### config.mk
export PLATFORM = sky130hd
export DESIGN_NAME = tlp_cmp_gen
export DESIGN_NICKNAME = d
export VERILOG_FILES = /design/src/rtl/tlp_cmp_gen.sv
export SDC_FILE = /design/constraint.sdc
export NUM_CORES = 1
export LEC_CHECK = 0
export BUFFER_PORTS_ARGS = -buffer_cell sky130_fd_sc_hd__buf_2
export CAP_MARGIN = 10
export CORE_UTILIZATION = 50
export CTS_CLUSTER_DIAMETER = 50
export DETAILED_ROUTE_END_ITERATION = 6
export GPL_TIMING_DRIVEN = 0
export PLACE_DENSITY = 0.75
export RECOVER_POWER = 50
export SLEW_MARGIN = 5
export SYNTH_ARGS = -nofsm -noshare
export SYNTH_HDL_FRONTEND = slang
export SYNTH_SLANG_ARGS = --single-unit
### constraint.sdc
create_clock -name pcieClk_in -period 2.95 [get_ports pcieClk_in]
set_input_delay 0.1475 -clock pcieClk_in [delete_from_list [all_inputs] [get_ports pcieClk_in]]
set_output_delay 0.1475 -clock pcieClk_in [all_outputs]
set_load 0.02 [all_outputs]
### src/rtl/tlp_cmp_gen.sv
// Completion generator: queues MRd requests, reads one DW from a register file and emits
// a 2-beat CplD on a 64-bit Avalon-ST TX port. Define TLP_CMP_GEN_UR_EN for UR completions.
module tlp_cmp_gen #(
    parameter int REG_ABITS  = 5,
    parameter int FIFO_DEPTH = 4
) (
    input  logic                 pcieClk_in,
    input  logic                 pcieRst_in,
    input  logic [15:0]          cmpID_in,
    input  logic                 req_valid_in,
    output logic                 req_ready_out,
    input  logic [15:0]          req_reqID_in,
    input  logic [7:0]           req_tag_in,
    input  logic [29:0]          req_addr_in,
    output logic [REG_ABITS-1:0] regRdAddr_out,
    input  logic [31:0]          regRdData_in,
    output logic [63:0]          tx_data_out,
    output logic                 tx_valid_out,
    input  logic                 tx_ready_in,
    output logic                 tx_sop_out,
    output logic                 tx_eop_out
);

    localparam int PW = $clog2(FIFO_DEPTH);
    localparam int CW = PW + 1;

    typedef struct packed {
        logic [15:0] req_id;
        logic [7:0]  tag;
        logic [29:0] addr;
    } req_t;

    typedef enum logic [2:0] {StIdle, StRead, StLatch, StHdr, StData} state_t;

    req_t            mem [FIFO_DEPTH];
    logic [PW-1:0]   wr_ptr, rd_ptr;
    logic [CW-1:0]   count;
    logic            full, empty, push, pop, head_ur;
    req_t            head, hold;
    logic [31:0]     data_q;
    state_t          state;
    logic            unused_addr;

    assign full          = (count == CW'(FIFO_DEPTH));
    assign empty         = (count == '0);
    assign req_ready_out = !full && !pcieRst_in;
    assign push          = req_valid_in && req_ready_out;
    assign head          = mem[rd_ptr];
    assign regRdAddr_out = hold.addr[REG_ABITS-1:0];
    assign unused_addr   = ^hold.addr;

    // Pop whenever the FSM is free to start the next completion.
    always_comb begin
        pop = 1'b0;
        if (!empty) begin
            if (state == StIdle) pop = 1'b1;
            else if (state == StData && tx_ready_in) pop = 1'b1;
        end
    end

`ifdef TLP_CMP_GEN_UR_EN
    assign head_ur = |head.addr[29:REG_ABITS];
`else
    assign head_ur = 1'b0;
`endif

    function automatic logic [63:0] hdr_beat(input logic [15:0] id, input logic [2:0] status,
                                             input logic [1:0] fmt, input logic [9:0] len);
        return {id, status, 1'b0, 12'd4, 1'b0, fmt, 5'b01010, 14'd0, len};
    endfunction

    always_ff @(posedge pcieClk_in) begin
        if (push) mem[wr_ptr] <= '{req_id: req_reqID_in, tag: req_tag_in, addr: req_addr_in};
    end

    always_ff @(posedge pcieClk_in) begin
        if (pcieRst_in) begin
            wr_ptr <= '0;
            rd_ptr <= '0;
            count  <= '0;
        end else begin
            if (push) wr_ptr <= wr_ptr + 1'b1;
            if (pop)  rd_ptr <= rd_ptr + 1'b1;
            case ({push, pop})
                2'b10:   count <= count + 1'b1;
                2'b01:   count <= count - 1'b1;
                default: count <= count;
            endcase
        end
    end

    always_ff @(posedge pcieClk_in) begin
        if (pcieRst_in) begin
            state        <= StIdle;
            hold         <= '0;
            data_q       <= '0;
            tx_data_out  <= '0;
            tx_valid_out <= 1'b0;
            tx_sop_out   <= 1'b0;
            tx_eop_out   <= 1'b0;
        end else begin
            case (state)
                StRead: state <= StLatch;
                StLatch: begin
                    data_q       <= regRdData_in;
                    state        <= StHdr;
                    tx_valid_out <= 1'b1;
                    tx_sop_out   <= 1'b1;
                    tx_eop_out   <= 1'b0;
                    tx_data_out  <= hdr_beat(cmpID_in, 3'b000, 2'b10, 10'd1);
                end
                StHdr: begin
                    if (tx_ready_in) begin
                        state       <= StData;
                        tx_sop_out  <= 1'b0;
                        tx_eop_out  <= 1'b1;
                        tx_data_out <= {data_q, hold.req_id, hold.tag, 1'b0, hold.addr[4:0], 2'b00};
                    end
                end
                StData: begin
                    if (tx_ready_in) begin
                        state        <= StIdle;
                        tx_valid_out <= 1'b0;
                        tx_sop_out   <= 1'b0;
                        tx_eop_out   <= 1'b0;
                        tx_data_out  <= '0;
                    end
                end
                default: state <= StIdle;
            endcase
            // A pop overrides the idle/return transition above.
            if (pop) begin
                hold <= head;
                if (head_ur) begin
                    state        <= StHdr;
                    data_q       <= '0;
                    tx_valid_out <= 1'b1;
                    tx_sop_out   <= 1'b1;
                    tx_eop_out   <= 1'b0;
                    tx_data_out  <= hdr_beat(cmpID_in, 3'b001, 2'b00, 10'd0);
                end else begin
                    state <= StRead;
                end
            end
        end
    end

endmodule

==> results.py <==
metrics = {
    "global_route": {
        "antenna_found_initial": 1,
        "grt_overflow": 0,
        "grt_max_degree": 30,
        "first_global_vias": 6767,
        "grt_use_total_pct": 22.5,
        "grt_pass1_wl_um": 34300,
    },
    "worst_setup_path": {
        "worstPathMaxFanout": 13,
        "crit_required_ns": 3.41,
        "path_cells": "buf_4 > nor2_1 > nand3_1 > clkinvlp_4 > ha_1 > inv_1 > fa_1 > xor2_1 > or3_1 > a21oi_1",
        "rr_endpoint": "count[2]",
        "cp_top_family": "simple AND/OR/NAND/NOR gates",
        "regToRegStartpoint": "state[1]",
        "reg2reg_depth": 10,
        "endpoint_kind": "register",
        "crit_path_start_kind": "register",
        "worstSetupPathType": "register to register",
        "path_buf_inv": 3,
        "crit_path_top_delay_cell": "fa_1",
        "rrSetupSlack_ns": 0.24,
        "cp.arrival_ns": 3.17,
        "crit_path_max_incr_delay_ns": 0.37,
    },
    "cts": {
        "clk_path_buf_depth": 3,
        "htreeDepth": 1,
        "clk_pin_slew_worst_paths_ns": 0.06,
        "postCtsSetupBuffers": 0,
        "cts_buffers": 27,
        "clock_sinks": 252,
        "cts_tree": "yes",
        "clk_latency_ns": 0.54,
        "root_buffer": "clkbuf_16",
    },
    "sta": {
        "min_period_ns": 2.71,
        "timing.slew.headroom_pct": 39.4,
        "min_period_over_period_pct": 91.8,
        "rsz0062_at_grt": "no",
        "fmax_mhz": 369,
        "maxSlewViolCount": 0,
        "worstMarginPinSlew_ns": 0.904,
        "setup-tns-final_ns": 0,
        "setup_violations": 0,
        "hold_violations": 0,
        "skew_ns": 0.0143,
    },
    "synth": {
        "synth.distinct_cells": 39,
        "synth_warnings": 0,
        "syn_avg_cell_area_um2": 11.9,
        "synthCells": 791,
        "ys_seq_area_share_pct": 65.9,
        "syn-cell-area_um2": 9410,
        "ys_seq_elements": 252,
    },
    "power": {
        "switching_share_pct": 31.0,
        "seqPwrFrac_pct": 41.7,
        "ir_drop_mv": 0.541,
        "power.total_w": 0.0104,
        "power_density_nw_per_um2": 872,
        "p_leak_nw": 4.08,
        "pwr-share-clk_pct": 33.4,
        "internal_power_w": 0.00716,
        "p_comb_share_pct": 24.8,
        "netSwitchingPower_w": 0.00322,
    },
    "cells_and_area": {
        "drive_above_1_share_pct": 13.6,
        "final_nets": 1149,
        "syn_to_final_growth_pct": 26.5,
    },
    "min_path": {
        "hp-start": "cmpID_in[9]",
        "whs_endpoint": "tx_data_out[57]",
        "min_path_type": "input pin to register",
        "worstHoldPathCells": 4,
    },
    "floorplan": {
        "boundaryPins": 179,
        "die_w_um": 139,
        "die_y_um": 139,
        "core_area_um2": 18200,
        "initial_core_util_pct": 51.7,
        "die_area_um2": 19400,
        "std_cell_rows": 49,
    },
    "drt": {
        "drc_errors": 17,
        "routed.top_layer": "met4",
        "postRouteAntennaNets": 0,
        "wl_met2_um": 10700,
        "num_vias": 6842,
        "wl_met1_um": 9250,
        "drt_iter0_markers": 430,
        "dr_wl_met3_um": 1210,
        "wire_per_inst_um": 16.9,
        "drtPass1Iterations": 7,
        "viasPerCell": 5.32,
        "routed_wirelength_um": 21800,
    },
    "placed_design": {
        "hpwl_um": 14200,
        "routabilityCongestion": 0.828,
        "io_buffers": 151,
    },
    "status": {
        "violations": "DRC",
        "status": "finished, violations left",
    },
    "flow_run": {
        "maxCapViolations": 0,
    },
}
==> placed cells by master, fill, tap and decap left out, drive strengths merged, types with 4 or more instances in the layout <==
| cell type | Yosys | final |
|---|---|---|
| dlygate4sd3 | 0 | 66 |
| a22oi | 41 | 41 |
| nor2 | 70 | 70 |
| ha | 5 | 5 |
| clkbuf | 46 | 178 |
| clkinv | 1 | 9 |
| inv | 10 | 14 |
| nor3b | 14 | 14 |
| or3 | 6 | 6 |
| nand2 | 145 | 145 |
| edfxtp | 116 | 116 |
| mux4 | 29 | 29 |
| a221oi | 4 | 4 |
| or4 | 14 | 14 |
| dfxtp | 136 | 136 |
| and2 | 5 | 5 |
| a21oi | 102 | 102 |
| bufinv | 0 | 4 |
| buf | 19 | 68 |
==> flip-flops by register name (all words and copies together) (netlist names) <==
register       count
wr_ptr             2
count              3
tx_data_out       62
rd_ptr             2
tx_valid_out       1
hold              24
data_q            32
mem              116
tx_eop_out         1
state              3
tx_sop_out         1
regRdAddr_out      5
==> Yosys cell counts, drive strengths merged <==
| master | n | share of area [%] |
|---|---|---|
| a221oi | 4 | 0.37 |
| a21oi | 102 | 5.4 |
| o22ai | 2 | 0.13 |
| nand2b | 2 | 0.13 |
| a21o | 1 | 0.080 |
| buf | 19 | 1.3 |
| dfxtp | 136 | 29 |
| nand3 | 2 | 0.11 |
| conb | 1 | 0.040 |
| nor3 | 2 | 0.11 |
| a22oi | 41 | 3.3 |
| o21ai | 2 | 0.11 |
| nor2 | 70 | 2.8 |
| nor2b | 1 | 0.066 |
| inv | 10 | 0.40 |
| o21a | 1 | 0.080 |
| o311a | 1 | 0.23 |
| edfxtp | 116 | 37 |
| xor2 | 2 | 0.19 |
| xnor2 | 1 | 0.093 |
| nand2 | 145 | 5.8 |
| and2 | 5 | 0.33 |
| nor3b | 14 | 1.1 |
| nand3b | 2 | 0.16 |
| a211oi | 2 | 0.16 |
| or4 | 14 | 1.1 |
| mux4 | 29 | 6.9 |
| or3b | 2 | 0.19 |
| fa | 1 | 0.21 |
| a31oi | 2 | 0.13 |
| or3 | 6 | 0.40 |
| o31ai | 1 | 0.080 |
| clkinv | 1 | 0.040 |
| clkbuf | 46 | 1.8 |
| ha | 5 | 0.66 |
==> per-layer routing <==
layer	global-route usage (%)	vias to the layer above
met1	27.9	3246
met5	0	-
li1	-	3314
met4	8.83	0
met2	39.3	227
met3	3.72	55
==> through the flow <==
stage | hold WS (ns) | setup WS [ns] | std cells | area [µm²] | utilization [%]
6_report | 0.00599 | 0.242 | 1287 | 11900 | 65.4
3_5_place_dp | 0.367 | 0.0290 | 1172 | 10500 | 57.5
4_1_cts | 0.000793 | 0.178 | 1286 | 12000 | 66.2
5_1_grt | 0.00759 | 0.0677 | 1287 | 11900 | 65.4
2_1_floorplan | 0.246 | 0.483 | 792 | 9420 | -
3_3_place_gp | 0.363 | 0.0881 | 1172 | 10500 | 57.4
==> area by class of cell <==
type | count | area (µm²)
Fill cell | 1400 | 6300
Sequential cell | 252 | 6210
Multi-Input combinational cell | 464 | 2870
Timing Repair Buffer | 217 | 1290
Clock buffer | 31 | 701
Tap cell | 229 | 287
Buffer | 64 | 285
Clock inverter | 18 | 223
Inverter | 11 | 45.0
Antenna cell | 1 | 2.50
==> power by group through the flow <==
stage                     registers (W)  logic, W  clock network [W]
after floorplan                 0.00443   0.00177                  0
after global placement          0.00438   0.00248                  0
after detailed placement        0.00440   0.00252                  0
after CTS                       0.00433   0.00262            0.00351
after global routing            0.00438   0.00284            0.00365
final                           0.00433   0.00258            0.00347
==> worst max path at each step <==
stage               startpoint    endpoint  slack, ns  cells after the start
CTS                   state[1]    count[2]       0.18                     10
global route          state[1]    count[2]       0.07                     10
floorplan             state[1]    count[2]       0.48                     11
global placement      count[0]  mem[1][37]       0.09                      3
finish                state[1]    count[2]       0.24                     10
detailed placement    state[1]    count[2]       0.03                     11
==> cells by family after synthesis <==
kind of cell               synth area share [%]
AOI/OAI and AO/OA                          10.1
DFF                                        65.9
and+or+nand+nor                            12.3
adders and majority gates                 0.877
buffers and inverters                      3.59
muxes                                      6.94
other                                    0.0398
xor gates and xnor gates                  0.279
==> tightest hold or removal path: stages <==
cell     delay, ns
buf_2         0.11
nor2_1        0.08
or4_1         0.11
a21oi_1       0.05
==> what timing repair did <==
action / CTS / global route
hold buffers: 66 / 0
setup endpoints to repair: 1 / 1
pin swaps: 0 / 0
endpoints found under the hold margin: 155 / 0
resized for setup: 0 / 1
No activity file was read; power rests on OpenSTA's default activity.
